==> config.mk <==
export PLATFORM = sky130hd
export DESIGN_NAME = spi_slave_responder
export DESIGN_NICKNAME = d
export VERILOG_FILES = /design/src/rtl/spi_pkg.sv /design/src/rtl/spi_sync_edge.sv /design/src/rtl/spi_slave_responder.sv
export SDC_FILE = /design/constraint.sdc
export NUM_CORES = 1
export LEC_CHECK = 0
export ABC_CLOCK_PERIOD_IN_PS = 1750
export BUFFER_PORTS_ARGS = -buffer_cell sky130_fd_sc_hd__buf_2
export CELL_PAD_IN_SITES_DETAIL_PLACEMENT = 1
export CELL_PAD_IN_SITES_GLOBAL_PLACEMENT = 1
export CORE_AREA = 5 5 76 78
export DETAILED_ROUTE_END_ITERATION = 10
export DIE_AREA = 0 0 81 83
export GPL_ROUTABILITY_DRIVEN = 0
export PLACE_DENSITY_LB_ADDON = 0.1
export SYNTH_ARGS = -nofsm -noshare
export SYNTH_HDL_FRONTEND = slang
export SYNTH_SLANG_ARGS = --single-unit
==> constraint.sdc <==
create_clock -name clk -period 1.75 [get_ports clk]
set_input_delay 0.35 -clock clk [delete_from_list [all_inputs] [get_ports clk]]
set_output_delay 0.35 -clock clk [all_outputs]
set_load 0.01 [all_outputs]
==> src/rtl/spi_pkg.sv <==
// Shared definitions for the SPI peripheral-side responder.
//   spi_slv_state_t : responder FSM states
//   FRAME_W_DEFAULT : default frame width in bits
//   MISO_IDLE       : level driven on MISO while no frame is active
package spi_pkg;

  typedef enum logic [1:0] {
    IDLE  = 2'd0,
    LOAD  = 2'd1,
    SHIFT = 2'd2
  } spi_slv_state_t;

  localparam int FRAME_W_DEFAULT = 8;

  localparam logic MISO_IDLE = 1'b0;

endpackage

==> src/rtl/spi_sync_edge.sv <==
// Synchronizer plus edge detector for one asynchronous SPI pin.
//   clk, rst : system clock, asynchronous active-high reset
//   din      : raw pin
//   dout     : synchronized level (SYNC_STAGES flops)
//   rise     : one-cycle strobe on a synchronized 0->1 transition
//   fall     : one-cycle strobe on a synchronized 1->0 transition
// RESET_VAL is the pin's idle level, so leaving reset never fakes an edge.
module spi_sync_edge #(
  parameter int   SYNC_STAGES = 2,
  parameter logic RESET_VAL   = 1'b0
) (
  input  logic clk,
  input  logic rst,
  input  logic din,
  output logic dout,
  output logic rise,
  output logic fall
);

  logic [SYNC_STAGES-1:0] chain;
  logic                   prev;

  always_ff @(posedge clk or posedge rst) begin
    if (rst) begin
      chain <= {SYNC_STAGES{RESET_VAL}};
      prev  <= RESET_VAL;
    end else begin
      chain[0] <= din;
      for (int i = 1; i < SYNC_STAGES; i++) begin
        chain[i] <= chain[i-1];
      end
      prev <= chain[SYNC_STAGES-1];
    end
  end

  assign dout = chain[SYNC_STAGES-1];
  assign rise = dout & ~prev;
  assign fall = ~dout & prev;

endmodule

==> src/rtl/spi_slave_responder.sv <==
// SPI mode-0 peripheral responder running in the system clock domain.
// Receives MSB-first frames on MOSI and returns a preloaded word on MISO.
//   clk, rst      : system clock, asynchronous active-high reset
//   i_SPI_Clk     : SCLK from the master (CPOL=0, CPHA=0)
//   i_SPI_MOSI    : serial data from the master
//   i_CSelect     : chip select, active-low
//   o_SPI_MISO    : serial data to the master
//   tx_data/tx_valid/tx_ready : word for the next frame (valid/ready handshake)
//   rx_data/rx_valid          : last complete frame, one-cycle update pulse
//   busy          : a frame is in progress
//   frame_err     : one-cycle pulse, CS released mid-frame
//   tx_underrun   : one-cycle pulse, frame started with no word pending
module spi_slave_responder
  import spi_pkg::*;
#(
  parameter int FRAME_W     = FRAME_W_DEFAULT,
  parameter int SYNC_STAGES = 2
) (
  input  logic               clk,
  input  logic               rst,
  input  logic               i_SPI_Clk,
  input  logic               i_SPI_MOSI,
  input  logic               i_CSelect,
  output logic               o_SPI_MISO,
  input  logic [FRAME_W-1:0] tx_data,
  input  logic               tx_valid,
  output logic               tx_ready,
  output logic [FRAME_W-1:0] rx_data,
  output logic               rx_valid,
  output logic               busy,
  output logic               frame_err,
  output logic               tx_underrun
);

  localparam int               CNT_W    = $clog2(FRAME_W + 1);
  localparam logic [CNT_W-1:0] BIT_FULL = CNT_W'(FRAME_W);

  spi_slv_state_t     state, state_nxt;
  logic [CNT_W-1:0]   bit_cnt;
  logic [FRAME_W-1:0] hold;
  logic               tx_pending;
  logic [FRAME_W-1:0] tx_shreg;
  logic [FRAME_W-1:0] rx_shreg;
  logic [FRAME_W-1:0] rx_next;

  logic sclk_rise, sclk_fall, sclk_lvl_unused;
  logic cs_s, cs_rise, cs_fall;
  logic mosi_s, mosi_rise_unused, mosi_fall_unused;

  // Input synchronization and edge strobes
  spi_sync_edge #(.SYNC_STAGES(SYNC_STAGES), .RESET_VAL(1'b0)) u_sclk (
    .clk  (clk),
    .rst  (rst),
    .din  (i_SPI_Clk),
    .dout (sclk_lvl_unused),
    .rise (sclk_rise),
    .fall (sclk_fall)
  );

  spi_sync_edge #(.SYNC_STAGES(SYNC_STAGES), .RESET_VAL(1'b1)) u_cs (
    .clk  (clk),
    .rst  (rst),
    .din  (i_CSelect),
    .dout (cs_s),
    .rise (cs_rise),
    .fall (cs_fall)
  );

  // Same depth as SCLK, so mosi_s lines up with sclk_rise.
  spi_sync_edge #(.SYNC_STAGES(SYNC_STAGES), .RESET_VAL(1'b0)) u_mosi (
    .clk  (clk),
    .rst  (rst),
    .din  (i_SPI_MOSI),
    .dout (mosi_s),
    .rise (mosi_rise_unused),
    .fall (mosi_fall_unused)
  );

  assign rx_next = {rx_shreg[FRAME_W-2:0], mosi_s};

  // FSM state register
  always_ff @(posedge clk or posedge rst) begin
    if (rst) begin
      state <= IDLE;
    end else begin
      state <= state_nxt;
    end
  end

  // FSM next state; cs_rise outranks any SCLK edge in the same cycle
  always_comb begin
    state_nxt = state;
    case (state)
      IDLE: begin
        if (cs_fall) state_nxt = LOAD;
      end
      LOAD: begin
        state_nxt = cs_rise ? IDLE : SHIFT;
      end
      SHIFT: begin
        if (cs_rise) begin
          state_nxt = IDLE;
        end else if (sclk_fall && (bit_cnt == BIT_FULL) && !cs_s) begin
          state_nxt = LOAD;
        end
      end
      default: state_nxt = IDLE;
    endcase
  end

  // FSM outputs
  always_comb begin
    o_SPI_MISO = (state == IDLE) ? MISO_IDLE : tx_shreg[FRAME_W-1];
    busy       = (state != IDLE);
    tx_ready   = ~tx_pending;
  end

  // Holding register, shift registers, bit counter and status pulses
  always_ff @(posedge clk or posedge rst) begin
    if (rst) begin
      bit_cnt     <= '0;
      hold        <= '0;
      tx_pending  <= 1'b0;
      tx_shreg    <= '0;
      rx_shreg    <= '0;
      rx_data     <= '0;
      rx_valid    <= 1'b0;
      frame_err   <= 1'b0;
      tx_underrun <= 1'b0;
    end else begin
      rx_valid    <= 1'b0;
      frame_err   <= 1'b0;
      tx_underrun <= 1'b0;

      // A word offered during LOAD lands here after LOAD has already
      // sampled tx_pending, so it waits for the following frame.
      if (tx_valid && !tx_pending) begin
        hold       <= tx_data;
        tx_pending <= 1'b1;
      end

      case (state)
        IDLE: begin
          bit_cnt <= '0;
        end
        LOAD: begin
          bit_cnt <= '0;
          if (tx_pending) begin
            tx_shreg   <= hold;
            tx_pending <= 1'b0;
          end else begin
            tx_shreg    <= '0;
            tx_underrun <= 1'b1;
          end
        end
        SHIFT: begin
          if (cs_rise) begin
            if ((bit_cnt != '0) && (bit_cnt != BIT_FULL)) begin
              frame_err <= 1'b1;
            end
            rx_shreg <= '0;
            bit_cnt  <= '0;
          end else begin
            if (sclk_rise && (bit_cnt != BIT_FULL)) begin
              rx_shreg <= rx_next;
              bit_cnt  <= bit_cnt + CNT_W'(1);
              if (bit_cnt == BIT_FULL - CNT_W'(1)) begin
                rx_data  <= rx_next;
                rx_valid <= 1'b1;
              end
            end
            if (sclk_fall) begin
              // The fall after the last bit leaves MISO alone; it only
              // arms a back-to-back frame.
              if (bit_cnt != BIT_FULL) begin
                tx_shreg <= {tx_shreg[FRAME_W-2:0], 1'b0};
              end else begin
                bit_cnt <= '0;
              end
            end
          end
        end
        default: begin
          bit_cnt <= '0;
        end
      endcase
    end
  end

endmodule

==> impl_metrics.tcl, run 1 <==
set metrics [dict create \
    utilization_pct 48.13 \
    fin_crit_sh_pct 95.72 \
    rows 26 \
    synth_cell_type_count 32 \
    core_um2 5010 \
    crit_type "register to output pin" \
    grtUsageMet1_pct 20.00 \
    grt_use_total_pct 13.63 \
    grt_overflow 0 \
    drc_errors 0 \
    fin_worst_skew_ns 0.008100 \
    synth-seq-cells 49 \
    critPathMaxStageDelay_ns 0.40 \
    synth-seq-area-share_pct 62.45 \
    cp_top_family "flip-flops" \
    top_usage_layer "met1" \
    fin_crit_ns 1.675 \
    max_slew.worst_pin.slew_ns 0.4066 \
    max-cap-violations 0 \
    p_leak_nw 1.173 \
    wl_per_cell_um 15.31 \
    area_delta_synth_final_pct 22.43 \
    vias_per_cell 4.828 \
    clk_latency_ns 0.30 \
    worstPathRequired_ns 1.40 \
    syn-instance-count 154 \
    synth_top_flop_cell "dfrtp_1" \
    dr.first_iter.drc_count 50 \
    finalSetupViolations 0 \
    cts_made_buffers 5 \
    vias 1289 \
    fillers 553 \
    max_freq_mhz 597.0 \
    gr-usage-met2_pct 19.27 \
    clockBufferDepth 2 \
    port-buffer-count 27 \
    relSlewSlack_pct 72.86 \
    hold_violations 0 \
    clkTransAtPathRegs_ns 0.09 \
    wirelength_um 4089 \
    syn_avg_cell_area_um2 12.79 \
    grt_pass1_wl_um 7120 \
    clock-root-buffer "clkbuf_8" \
    worstPathArrival_ns 1.33 \
    yosys_warnings 0 \
    end_kind "output pin" \
    syn-num-nets 170 \
    cts_tree "done" \
    syn_area_um2 1969 \
    die_area_um2 6723 \
    die_h_um 83 \
    layout.cells.non_filler 267 \
    antenna_found_initial 0 \
    dp.cells 257 \
    hp-class "input pin to async pin" \
    worst-path-buf-inv 2 \
    synth_edf_count 0 \
    regArea_um2 1230 \
    multiInputGateArea_um2 703.2 \
    initial_utilization_pct 39.31 \
    async_reset_ff_share_pct 100.0 \
    crit_chain "buf_6, or2_4, and2_4, buf_2" \
    ir_drop_mv 0.5342 \
    dr.pass1.iters 4 \
    dp_hpwl_um 2975 \
    critPathSlowestCell "dfrtp_1" \
    use_met3_pct 3.680 \
    rsz0062_at_grt "true" \
    status "finished clean" \
    power_density_nw_per_um2 1208 \
    start_kind "register" \
    finalSetupTns_ns 0 \
    antenna_cells 0 \
    drive_gt1_share_pct 38.58 \
    grt_pass1_vias 1429 \
    grt_max_degree 34 \
    clock-sinks 49 \
    cts_htree_levels 2 \
    ant_nets 0 \
    die_w_um 81 \
    final_max_slew_viol_count 0 \
    critPathMaxFanout 3 \
    final_nets 212 \
    pin_count 28 \
]
[worst paths after layout]
check | cells past startpoint | from | to | slack [ns]
setup / recovery | 4 | state[1] | o_SPI_MISO | 0.07
hold / removal | 2 | rst | hold[3] | 0.03
setup reg to reg | 6 | bit_cnt[0] | rx_shreg[4] | 0.07
hold reg to reg | 0 | u_mosi.chain[0] | u_mosi.chain[1] | 0.36
max in group asynchronous | 3 | rst | u_cs.prev | 1.14
min in group clk | 1 | i_CSelect | u_cs.chain[0] | 0.15
[cell usage in the layout (no fill, tap or decap), drive strengths merged, types with 6 or more instances in the layout]
cell	count
and3	8
mux2	16
dfrtp	46
o21ai	7
a22o	7
nand2	12
nor2b	6
a21oi	9
buf	40
[metal layers]
metal	wire (um)	share of wire [%]
met1	1948	48
met2	1930	47
met3	177	4.3
met4	32	0.78
met5	0	0
[flip-flops by register name, indices dropped and copies added, names as in the netlist, 2 cells and up]
signal	flops
u_cs.chain	2
bit_cnt	4
rx_shreg	7
rx_data	8
tx_shreg	8
state	2
u_sclk.chain	2
u_mosi.chain	2
hold	8
[timing repair]
item                                    4_1_cts  5_1_grt
buffers inserted                              1        1
hold buffers                                  0        0
resized for setup                             2        5
endpoints found under the setup margin        1       14
[cells in the mapped netlist, drive strengths merged, types with 3 or more instances]
cell	instances	share of area [%]
a21oi	9	2.3
a22o	7	3.1
and3	8	2.5
clkbuf	3	0.57
dfrtp	46	58
dfstp	3	4.0
inv	5	0.95
mux2	16	9.1
nand2	12	2.7
nand2b	3	0.95
nor2b	6	1.9
nor3	4	1.0
o21ai	7	1.8
[metrics by stage]
step / setup WS [ns] / hold WS (ns) / power, W / cell area [um^2]
CTS: 0.03727 / 0.04312 / 0.002950 / 2389
floorplan: 0.02192 / 0.3312 / 0.001901 / 1972
detailed placement: 0.05004 / 0.3442 / 0.002112 / 2260
finish: 0.07492 / 0.03388 / 0.002912 / 2411
global route: -0.02826 / 0.04866 / 0.003118 / 2411
global placement: 0.1121 / 0.3393 / 0.002078 / 2260
[area by class of cell]
type	instances	area share [%]
Clock buffer	5	2.854
Sequential cell	49	51.01
Tap cell	70	3.633
Timing Repair Buffer	40	10.64
Multi-Input combinational cell	95	29.16
Clock inverter	3	1.920
Inverter	5	0.7784
[logic make-up after synthesis]
family | Yosys count | share of synthesized area (%)
flip-flops | 49 | 62.45
AND/OR/NAND/NOR | 45 | 13.60
AO/OA/AOI/OAI | 29 | 9.593
multiplexers | 18 | 10.17
buffers and inverters | 10 | 2.478
adder cells (fa/ha/maj) | 2 | 1.270
XOR/XNOR | 1 | 0.4448
[power by group]
| group | switching [W] | internal (W) | total, W |
|---|---|---|---|
| Clock | 0.000381 | 0.000428 | 0.000809 |
| Sequential | 0.000130 | 0.00135 | 0.00148 |
| Combinational | 0.000293 | 0.000327 | 0.000619 |
(Power assumes the default switching activity.)
==> inputs of run 2 (changes only) <==
--- a/config.mk
+++ b/config.mk
@@ -9,9 +9,9 @@
 export BUFFER_PORTS_ARGS = -buffer_cell sky130_fd_sc_hd__buf_2
 export CELL_PAD_IN_SITES_DETAIL_PLACEMENT = 1
 export CELL_PAD_IN_SITES_GLOBAL_PLACEMENT = 1
-export CORE_AREA = 5 5 76 78
+export CORE_AREA = 5 5 63 93
 export DETAILED_ROUTE_END_ITERATION = 10
-export DIE_AREA = 0 0 81 83
+export DIE_AREA = 0 0 68 98
 export GPL_ROUTABILITY_DRIVEN = 0
 export PLACE_DENSITY_LB_ADDON = 0.1
 export SYNTH_ARGS = -nofsm -noshare
==> run 2 against run 1 <==
Against the previous run: combinational power increased by 6.5%; die area decreased by 0.88%; cell area increased by 1.3%; power decreased by 3.4%; final cell count increased by 1.1%; worst hold slack improved by 0.099 ns; register-to-register slack about the same; largest cell class unchanged.
==> impl_metrics.tcl, run 2 (synthesis gave the netlist of run 1 again) <==
set metrics [dict create \
    finalSetupViolations 0 \
    worstPathArrival_ns 1.34 \
    largestRegisters "hold: 8 flops, rx_data: 8 flops, tx_shreg: 8 flops" \
    crit_chain "buf_6, or2_4, and2_4, buf_6" \
    design_area_um2 2444 \
    start_kind "register" \
    critPathMaxStageDelay_ns 0.41 \
    clockBufferDepth 2 \
    drc_errors 0 \
    core_um2 5005 \
    hp-class "input pin to register" \
    vias_per_cell 4.996 \
    critPathSlowestCell "dfrtp_1" \
    dpl_worst_slack_ns 0.06087 \
    final_nets 217 \
    fin_crit_sh_pct 96.50 \
    ir_drop_mv 0.7253 \
    vias 1349 \
    die_w_um 68 \
    power_density_nw_per_um2 1151 \
    antenna_cells 0 \
    cts_tree "done" \
    fin_worst_skew_ns 0.01530 \
    layout_commonest_cell "dfrtp_1" \
    holdWs_ns 0.1333 \
    rows 32 \
    pin_count 28 \
    min_from "i_CSelect" \
    rrSetupSlack_ns 0.08 \
    worstRegToRegCells 5 \
    area_delta_synth_final_pct 24.08 \
    end_kind "output pin" \
    initial_utilization_pct 39.35 \
    utilization_pct 48.83 \
    placed_cell_area_um2 2252 \
    wirelength_um 4367 \
    whs_path_depth 1 \
    die_h_um 98 \
    mostFrequentLayoutCells "46 x dfrtp_1, 26 x buf_2, 13 x buf_4" \
    grt_overflow 0 \
    crit_type "register to output pin" \
    ant_nets 0 \
    clock-sinks 49 \
    max_slew.worst_pin.slew_ns 0.3640 \
    clk_latency_ns 0.31 \
    clkTransAtPathRegs_ns 0.09 \
    antenna_found_initial 0 \
    final_max_slew_viol_count 0 \
    grt_pass1_wl_um 7603 \
    setup_slack_ns 0.06133 \
    cp_common_cell "buf_6" \
    port-buffer-count 27 \
    drive_gt1_share_pct 41.58 \
    wl_per_cell_um 16.17 \
    critPathMaxFanout 3 \
    cts_made_buffers 5 \
    max-cap-violations 0 \
    cts_htree_levels 2 \
    grt_use_total_pct 14.89 \
    holdPathEnd "u_cs.chain[0]" \
    dr.pass1.iters 4 \
    p_leak_nw 1.189 \
    dp_hpwl_um 3285 \
    worstPathRequired_ns 1.40 \
    status "finished clean" \
    relSlewSlack_pct 75.73 \
    hold_violations 0 \
    die_area_um2 6664 \
    fin_crit_ns 1.689 \
    r2r_start "u_cs.prev" \
    clock-root-buffer "clkbuf_8" \
    rr_endpoint "rx_data[0]" \
    dr.first_iter.drc_count 30 \
    rsz0062_at_grt "true" \
    grt_max_degree 19 \
    grt_pass1_vias 1608 \
    max_freq_mhz 592.2 \
]
-- run 2: routing by layer --
metal,global-route usage [%],up-vias,part of all wire (%),wire (um)
met5,0,-,0,0
met4,5.360,0,1.8,78
met3,4.143,8,3.1,136
met2,26.45,24,57,2505
met1,16.22,685,38,1646
li1,-,632,-,-
-- run 2: worst max-delay path by stage --
stage | slack, ns | end | start
after floorplan | 0.02 | rx_data[0] | state[0]
after detailed placement | 0.06 | rx_data[0] | u_sclk.chain[1]
after global placement | 0.11 | rx_data[5] | u_sclk.chain[1]
after global routing | -0.02 | tx_shreg[7] | bit_cnt[0]
after CTS | 0.02 | o_SPI_MISO | state[1]
final | 0.06 | o_SPI_MISO | state[1]
-- run 2: critical path: cells and delay by family, from the launching register on --
| family | cells | cell delay, ns |
|---|---|---|
| buf+inv | 2 | 0.23 |
| flops | 1 | 0.41 |
| simple gates | 2 | 0.40 |
-- run 2: power breakdown --
group,switching [W],internal (W),total [W]
registers,0.000126,0.00135,0.00148
logic,0.000312,0.000347,0.000659
clock network,0.000393,0.000284,0.000677
-- run 2: layout make-up --
cell class	count	area, um^2
Fill cell	546	2561
Sequential cell	49	1230
Multi-Input combinational cell	95	725.7
Timing Repair Buffer	45	294.0
Tap cell	68	85.08
Clock buffer	5	68.82
Clock inverter	3	21.27
Inverter	5	18.77
-- run 2: per-stage QoR --
step,std cells,setup TNS (ns),power (W)
after floorplan,154,0,0.001901
after global placement,256,0,0.002078
after detailed placement,256,0,0.002134
after CTS,266,0,0.002825
after global routing,270,-0.1120,0.003002
final,270,0,0.002813
-- run 2: what timing repair did --
item	CTS	global route
gates resized for setup	2	16
endpoints found under the setup margin	1	18
hold endpoints to repair	2	0
cloned	0	1
hold buffers	1	0
setup buffers	1	3
